File: config.mk
export PLATFORM = sky130hd
export DESIGN_NAME = cond_unit_flat
export DESIGN_NICKNAME = d
export VERILOG_FILES = /design/src/rtl/cond_unit_pkg.sv /design/src/rtl/cond_unit_if.sv /design/src/rtl/cond_check.sv /design/src/rtl/cond_unit.sv /design/src/flat_wrapper.sv
export SDC_FILE = /design/constraint.sdc
export NUM_CORES = 1
export LEC_CHECK = 0
export ABC_AREA = 1
export CAP_MARGIN = 40
export CORE_MARGIN = 2
export CORE_UTILIZATION = 43
export DETAILED_ROUTE_END_ITERATION = 10
export GPL_ROUTABILITY_DRIVEN = 0
export GPL_TIMING_DRIVEN = 1
export PLACE_DENSITY = 0.77
export SLEW_MARGIN = 20
export SYNTH_ARGS = -nofsm -noshare
export SYNTH_HDL_FRONTEND = slang
export SYNTH_SLANG_ARGS = --single-unit
File: constraint.sdc
create_clock -name CLK -period 1.4 [get_ports CLK]
set_input_delay 0.28 -clock CLK [delete_from_list [all_inputs] [get_ports CLK]]
set_output_delay 0.28 -clock CLK [all_outputs]
set_load 0.05 [all_outputs]
File: src/rtl/cond_unit_pkg.sv
// cond_unit shared types: condition codes, flag indices, commit bundle.
package cond_unit_pkg;

    localparam int FLAG_N = 3;
    localparam int FLAG_Z = 2;
    localparam int FLAG_C = 1;
    localparam int FLAG_V = 0;

    typedef enum logic [3:0] {
        COND_EQ = 4'h0,
        COND_NE = 4'h1,
        COND_CS = 4'h2,
        COND_CC = 4'h3,
        COND_MI = 4'h4,
        COND_PL = 4'h5,
        COND_VS = 4'h6,
        COND_VC = 4'h7,
        COND_HI = 4'h8,
        COND_LS = 4'h9,
        COND_GE = 4'hA,
        COND_LT = 4'hB,
        COND_GT = 4'hC,
        COND_LE = 4'hD,
        COND_AL = 4'hE,
        COND_NV = 4'hF
    } cond_e;

    typedef enum logic {
        ST_RUN,
        ST_HOLD
    } state_e;

    typedef struct packed {
        logic       valid;
        logic       reg_write;
        logic       mem_write;
        logic       pc_src;
        logic [3:0] flags;
        logic [1:0] mask;
    } commit_t;

    function automatic logic cond_always(input logic [3:0] cond);
        return (cond == COND_AL) || (cond == COND_NV);
    endfunction

endpackage

File: src/rtl/cond_unit_if.sv
// Execute-side request and commit-side control bundle for cond_unit.
interface cond_unit_if;

    logic       Valid;
    logic [3:0] Cond;
    logic [3:0] ALUFlags;
    logic [1:0] FlagW;
    logic       PCS;
    logic       RegW;
    logic       MemW;
    logic       NoWrite;
    logic       Stall;
    logic       CFlag;
    logic [3:0] Flags;
    logic       CommitValid;
    logic       PCSrc;
    logic       RegWrite;
    logic       MemWrite;

    modport master (
        output Valid, Cond, ALUFlags, FlagW,
        output PCS, RegW, MemW, NoWrite,
        input  Stall, CFlag, Flags,
        input  CommitValid, PCSrc, RegWrite, MemWrite
    );

    modport slave (
        input  Valid, Cond, ALUFlags, FlagW,
        input  PCS, RegW, MemW, NoWrite,
        output Stall, CFlag, Flags,
        output CommitValid, PCSrc, RegWrite, MemWrite
    );

endinterface

File: src/rtl/cond_check.sv
// ARM condition-field evaluator against a {N,Z,C,V} flag set.
module cond_check
    import cond_unit_pkg::*;
(
    input  logic [3:0] Cond,
    input  logic       N,
    input  logic       Z,
    input  logic       C,
    input  logic       V,
    output logic       CondTrue
);

    always_comb begin
        CondTrue = 1'b1;
        unique case (cond_e'(Cond))
            COND_EQ: CondTrue = Z;
            COND_NE: CondTrue = !Z;
            COND_CS: CondTrue = C;
            COND_CC: CondTrue = !C;
            COND_MI: CondTrue = N;
            COND_PL: CondTrue = !N;
            COND_VS: CondTrue = V;
            COND_VC: CondTrue = !V;
            COND_HI: CondTrue = C && !Z;
            COND_LS: CondTrue = !C || Z;
            COND_GE: CondTrue = (N == V);
            COND_LT: CondTrue = (N != V);
            COND_GT: CondTrue = !Z && (N == V);
            COND_LE: CondTrue = Z || (N != V);
            COND_AL: CondTrue = 1'b1;
            COND_NV: CondTrue = 1'b1;
        endcase
    end

endmodule

File: src/rtl/cond_unit.sv
// Flag register, condition gating and commit register at execute->commit.
// COND_FLAG_BYPASS_EN: overlay pending flags instead of stalling.
module cond_unit
    import cond_unit_pkg::*;
#(
    parameter logic [3:0] FLAG_RESET = 4'b0000
) (
    input  logic        CLK,
    input  logic        Reset,
    cond_unit_if.slave  bus
);

    logic [3:0] flags_q;
    logic [3:0] eff;
    commit_t    commit_q;
    commit_t    commit_d;
    state_e     state_q;
    state_e     state_d;
    logic       hazard;
    logic       stall;
    logic       accept;
    logic       cond_true;
    logic       cond_ex;

`ifdef COND_FLAG_BYPASS_EN
    // Pending N,Z and C,V pairs win over the architectural copy.
    assign eff[FLAG_N:FLAG_Z] = commit_q.mask[1] ?
                                commit_q.flags[FLAG_N:FLAG_Z] :
                                flags_q[FLAG_N:FLAG_Z];
    assign eff[FLAG_C:FLAG_V] = commit_q.mask[0] ?
                                commit_q.flags[FLAG_C:FLAG_V] :
                                flags_q[FLAG_C:FLAG_V];
    assign hazard = 1'b0;
`else
    assign eff = flags_q;
    // Any pending C write is treated as a carry read by the new op.
    assign hazard = bus.Valid
                 && (commit_q.mask != 2'b00)
                 && (!cond_always(bus.Cond) || commit_q.mask[0]);
`endif

    cond_check u_check (
        .Cond     (bus.Cond),
        .N        (eff[FLAG_N]),
        .Z        (eff[FLAG_Z]),
        .C        (eff[FLAG_C]),
        .V        (eff[FLAG_V]),
        .CondTrue (cond_true)
    );

    always_comb begin
        state_d = state_q;
        stall   = 1'b0;
        unique case (state_q)
            ST_RUN: begin
                stall = hazard && !Reset;
                if (hazard) state_d = ST_HOLD;
            end
            ST_HOLD: begin
                state_d = ST_RUN;
            end
        endcase
    end

    assign accept  = bus.Valid && !stall;
    assign cond_ex = accept && cond_true;

    always_comb begin
        commit_d           = '0;
        commit_d.valid     = accept;
        commit_d.reg_write = cond_ex && bus.RegW && !bus.NoWrite;
        commit_d.mem_write = cond_ex && bus.MemW;
        commit_d.pc_src    = cond_ex && bus.PCS;
        commit_d.mask      = bus.FlagW & {2{cond_ex}};
        if (accept) commit_d.flags = bus.ALUFlags;
    end

    always_ff @(posedge CLK) begin
        if (Reset) begin
            flags_q  <= FLAG_RESET;
            commit_q <= '0;
            state_q  <= ST_RUN;
        end else begin
            if (commit_q.mask[1])
                flags_q[FLAG_N:FLAG_Z] <= commit_q.flags[FLAG_N:FLAG_Z];
            if (commit_q.mask[0])
                flags_q[FLAG_C:FLAG_V] <= commit_q.flags[FLAG_C:FLAG_V];
            commit_q <= commit_d;
            state_q  <= state_d;
        end
    end

    assign bus.Stall       = stall;
    assign bus.CFlag       = eff[FLAG_C];
    assign bus.Flags       = flags_q;
    assign bus.CommitValid = commit_q.valid;
    assign bus.RegWrite    = commit_q.reg_write;
    assign bus.MemWrite    = commit_q.mem_write;
    assign bus.PCSrc       = commit_q.pc_src;

endmodule

File: src/flat_wrapper.sv
// flat-port wrapper written by rule: the top's interface ports become plain ports
module cond_unit_flat import cond_unit_pkg::*;
#(
    parameter logic [3:0] FLAG_RESET = 4'b0000
)
  (CLK, Reset, bus_Valid, bus_Cond, bus_ALUFlags, bus_FlagW, bus_PCS, bus_RegW, bus_MemW, bus_NoWrite, bus_Stall, bus_CFlag, bus_Flags, bus_CommitValid, bus_PCSrc, bus_RegWrite, bus_MemWrite);
  cond_unit_if bus_i ();
  input  logic CLK;
  input  logic Reset;
  input wire logic [$bits(bus_i.Valid)-1:0] bus_Valid;
  input wire logic [$bits(bus_i.Cond)-1:0] bus_Cond;
  input wire logic [$bits(bus_i.ALUFlags)-1:0] bus_ALUFlags;
  input wire logic [$bits(bus_i.FlagW)-1:0] bus_FlagW;
  input wire logic [$bits(bus_i.PCS)-1:0] bus_PCS;
  input wire logic [$bits(bus_i.RegW)-1:0] bus_RegW;
  input wire logic [$bits(bus_i.MemW)-1:0] bus_MemW;
  input wire logic [$bits(bus_i.NoWrite)-1:0] bus_NoWrite;
  output wire logic [$bits(bus_i.Stall)-1:0] bus_Stall;
  output wire logic [$bits(bus_i.CFlag)-1:0] bus_CFlag;
  output wire logic [$bits(bus_i.Flags)-1:0] bus_Flags;
  output wire logic [$bits(bus_i.CommitValid)-1:0] bus_CommitValid;
  output wire logic [$bits(bus_i.PCSrc)-1:0] bus_PCSrc;
  output wire logic [$bits(bus_i.RegWrite)-1:0] bus_RegWrite;
  output wire logic [$bits(bus_i.MemWrite)-1:0] bus_MemWrite;
  assign bus_i.Valid = bus_Valid;
  assign bus_i.Cond = bus_Cond;
  assign bus_i.ALUFlags = bus_ALUFlags;
  assign bus_i.FlagW = bus_FlagW;
  assign bus_i.PCS = bus_PCS;
  assign bus_i.RegW = bus_RegW;
  assign bus_i.MemW = bus_MemW;
  assign bus_i.NoWrite = bus_NoWrite;
  assign bus_Stall = bus_i.Stall;
  assign bus_CFlag = bus_i.CFlag;
  assign bus_Flags = bus_i.Flags;
  assign bus_CommitValid = bus_i.CommitValid;
  assign bus_PCSrc = bus_i.PCSrc;
  assign bus_RegWrite = bus_i.RegWrite;
  assign bus_MemWrite = bus_i.MemWrite;
  cond_unit #(.FLAG_RESET(FLAG_RESET)) u_core (.CLK(CLK), .Reset(Reset), .bus(bus_i));
endmodule
==> impl.org <==
** Status
- The flow ran to the end, but the final reports show violations.
- Violated checks :: setup timing

** Clocking
- TritonCTS built the clock tree.
- Clock slew at reported path FFs :: 0.09 ns
- Post-CTS Hold Buffers :: 0
- CTS built an H-tree with a depth of 1.
- Buffers inserted during clock tree synthesis total 3.
- Cell at the root of the clock tree :: clkbuf_4
- For the worst-skew pair, the clock arrives at the later sink with an insertion delay of 0.29 ns.
- TritonCTS Sinks :: 15
- Maximum buffer depth of the clock tree :: 2

** Final layout
- From synthesis to final layout, the design area changed by 57.9%.
- Layout cells sized above 1 :: 28.7%
- # nets final :: 161
- Final Instance Area :: 1190 µm²
- The number of antenna diodes in the final layout is 0.

** Yosys
- Synth Area per Inst :: 6.77 µm²
- The synthesized design contains 0 enable-type register cells.
- In this run the cell area of the synthesized design comes to 752 µm².
- Fraction of post-synthesis cell area in the top cell type by area :: 39.9%
- The number of different library cells used by synthesis comes to 21.
- Yosys printed 0 warnings.
- Fraction of synthesis flops using an asynchronous set or reset pin :: 0%
- Synthesis inferred 15 register bits.
- Commonest cells in the netlist :: nand2_1, nor2_1, dfxtp_1, inv_1, a21oi_1
- Prevailing post-synth register cell :: dfxtp_1
- For this run, the register share of the synthesized area comes to 39.9%.
- Summed over all instances, the cell type with the most area after synthesis is dfxtp_1.
- Cell types with the largest area share after synthesis :: dfxtp_1, nand2_1, nor2_1, inv_1, a21oi_1
- Mapped Cells :: 111
- Yosys instantiated no cell more often than nand2_1.
- The number of nets handed over by synthesis was 128.

** Critical path
- In this run the critical register-to-register path is launched from u_core.state_q.
- By startpoint and endpoint, the worst setup path is classified as reg2out.
- Along the worst path, the maximum fanout reaches 2.
- Walking the worst path, the cells encountered are or2_4, nor2_4, buf_12.
- Cell depth of the worst flop-to-flop path :: 6
- Worst Setup SP :: u_core.state_q
- Worst path slowest cell :: dfxtp_2
- For the worst setup path, the data arrival time is 1.12 ns.
- At the worst endpoint, the required time is 1.12 ns.
- STA classifies the critical path endpoint as an output port.
- For this run, the slowest stage of the critical path takes 0.32 ns.
- Startpoint type of the worst setup path :: flip-flop

** Place
- Number of buffer cells added on primary ports :: 26
- HPWL after detailed placement :: 1370 µm
- Post-Place Setup Slack :: -0.307 ns
- After detailed placement, the total cell area comes to 1130 µm².

** Floorplanning
- In this run the horizontal extent of the chip is 45.8 µm.
- The die is 45.8 µm tall.
- Ports placed on the boundary :: 27
- After floorplanning, the core was divided into 15 placement rows.
- Die Outline Area :: 2100 µm²
- Starting density of the core :: 44.5%
- The floorplan step defined a core boundary enclosing 1690 µm².

** STA
- Counting I/O delays and the setup requirement, the final critical path takes 1.40 ns.
- For the pin with the worst max-slew slack, the measured transition is 0.232 ns.
- Achievable frequency :: 0.714 GHz
- Setup repair after global routing could not meet its margin everywhere.
- Setup clock skew after layout :: 0.0108 ns
- Post-route setup slack :: -0.000103 ns
- In the final timing run, aggregate negative setup slack is -0.000103 ns.
- Setup violations remaining at the end of the flow were counted as 1.
- The number of slew-limit violations in the final report came to 0.
- Final Hold Vio Count :: 0
- Period utilization :: 100%
- The worst pin sits at a relative slew slack of 84.5%.

** Routing
- Once detail routing completed, the nets flagged for antenna violations numbered 0.
- The detailed router finished its first iteration with 10 violations.
- Using the TritonRoute via totals, the vias-per-cell ratio works out to 4.89.
- First-pass detailed-route iteration total :: 4
- The final layout contains routed wiring with a total length of 1700 µm.
- Per-cell routed wire length :: 10.6 µm
- In the routed design, unresolved DRC markers number 0.
- Across all layers, the routed design uses 783 vias.

** Power and ir drop
- The analysis attributes to cell leakage a power of 0.552 nW.
- Part of the total power dissipated in combinational logic :: 26.1%
- Fraction of power spent switching nets :: 29.6%
- Power spread over the standard cell area amounts to 802 nW/µm².
- Across the VDD grid, the largest voltage drop is 0.613 mV.
- Per report_power, the clock group accounts for 26.0% of the total.
- Reg power frac :: 47.9%
- Cell internal power was estimated by the tool at 670 µW.
- Summed over all nets, the switching power comes to 282 µW.

** Hold path
- Hold depth :: 3
- Min-delay worst type :: in2reg
- The worst hold path begins at Reset.

** Global route
- For this run, global-route usage on met2 was measured as 29.0%.
- Number of global-route vias before repair :: 644
- Global routing used 3.97% of the available met3 tracks.
- The initial antenna violation count came to 0.
- Global routing consumed, over all layers together, 18.1% of the routing resources.
- Total grt overflow :: 0
- For this run, global-route usage on met1 was measured as 21.6%.
- The layer flagged by global routing as most heavily used is met2.
- Maximum number of pins on one net before global-route repair :: 10
- First-pass GRT wire length :: 2610 µm

** Job
- Number of max-capacitance violations reported :: 0
logic make-up (layout without fill, tap and decap cells):
logic type | Yosys count | after routing | synth area share [%]
simple gates | 59 | 59 | 33.3
buf+inv | 22 | 54 | 14.1
compound gates | 15 | 15 | 12.6
flops | 15 | 15 | 39.9
power groups by stage:
stage	clock network, mW	logic, mW	registers [mW]
floorplan	0	0.112	0.481
global placement	0	0.239	0.466
detailed placement	0	0.246	0.467
CTS	0.254	0.249	0.457
global route	0.273	0.270	0.459
finish	0.247	0.249	0.456
metal layers:
| metal | up-vias | part of all wire (%) |
|---|---|---|
| met5 | - | 0 |
| met4 | 0 | 2.8 |
| met3 | 6 | 4.9 |
| met2 | 25 | 52 |
| met1 | 352 | 40 |
| li1 | 400 | - |
metrics by stage:
stage,util [%],hold WS [ns],instances,total power [mW]
final,70.3,0.430,160,0.952
after detailed placement,67.1,0.494,154,0.712
after floorplan,-,0.352,111,0.593
after global placement,67.1,0.489,154,0.705
after CTS,70.1,0.422,160,0.960
after global routing,70.3,0.457,160,1.00
flip-flops by register name (all words and copies together), names as in the netlist:
signal	count
u_core.bus.Flags	4
u_core.bus.CommitValid	1
u_core.bus.PCSrc	1
u_core.commit_q	6
u_core.bus.RegWrite	1
u_core.bus.MemWrite	1
u_core.state_q	1
layout make-up:
cell class / count / area, µm²
Clock buffer: 3 / 22.5
Multi-Input combinational cell: 74 / 362
Tap cell: 17 / 21.3
Timing Repair Buffer: 33 / 403
Inverter: 17 / 65.1
Clock inverter: 1 / 5.00
Sequential cell: 15 / 309
Fill cell: 136 / 502
layout by cell type (no fill, tap or decap), drive strengths merged:
| cell | count |
|---|---|
| o21bai | 1 |
| clkinv | 2 |
| nand3 | 5 |
| dlygate4sd2 | 2 |
| a21oi | 6 |
| clkdlybuf4s15 | 1 |
| clkdlybuf4s50 | 10 |
| dlymetal6s2s | 1 |
| nor2 | 23 |
| o21a | 1 |
| nand2 | 28 |
| dfxtp | 15 |
| nor3 | 2 |
| clkbuf | 5 |
| buf | 17 |
| or2 | 1 |
| inv | 16 |
| o21ai | 7 |
what timing repair did:
item | in CTS | in global routing
hold endpoints to repair | 0 | 0
endpoints found under the setup margin | 3 | 6
pin swaps | 4 | 3
cloned | 0 | 0
resized for setup | 12 | 8
buffers inserted | 2 | 0
worst paths after layout:
check	end	slack [ns]
max	bus_Stall	-0.0001
min	u_core.bus.CommitValid	0.43
max reg2reg	u_core.commit_q[0]	0.16
min reg2reg	u_core.bus.Flags[1]	0.49
worst max-delay path: cells and delay by family, from the launching register on:
kind | cells | cell delay, ns
AND/OR/NAND/NOR | 2 | 0.37
buffers and inverters | 1 | 0.14
flip-flops | 1 | 0.32
Note: power is estimated with default switching activity, not from simulation.
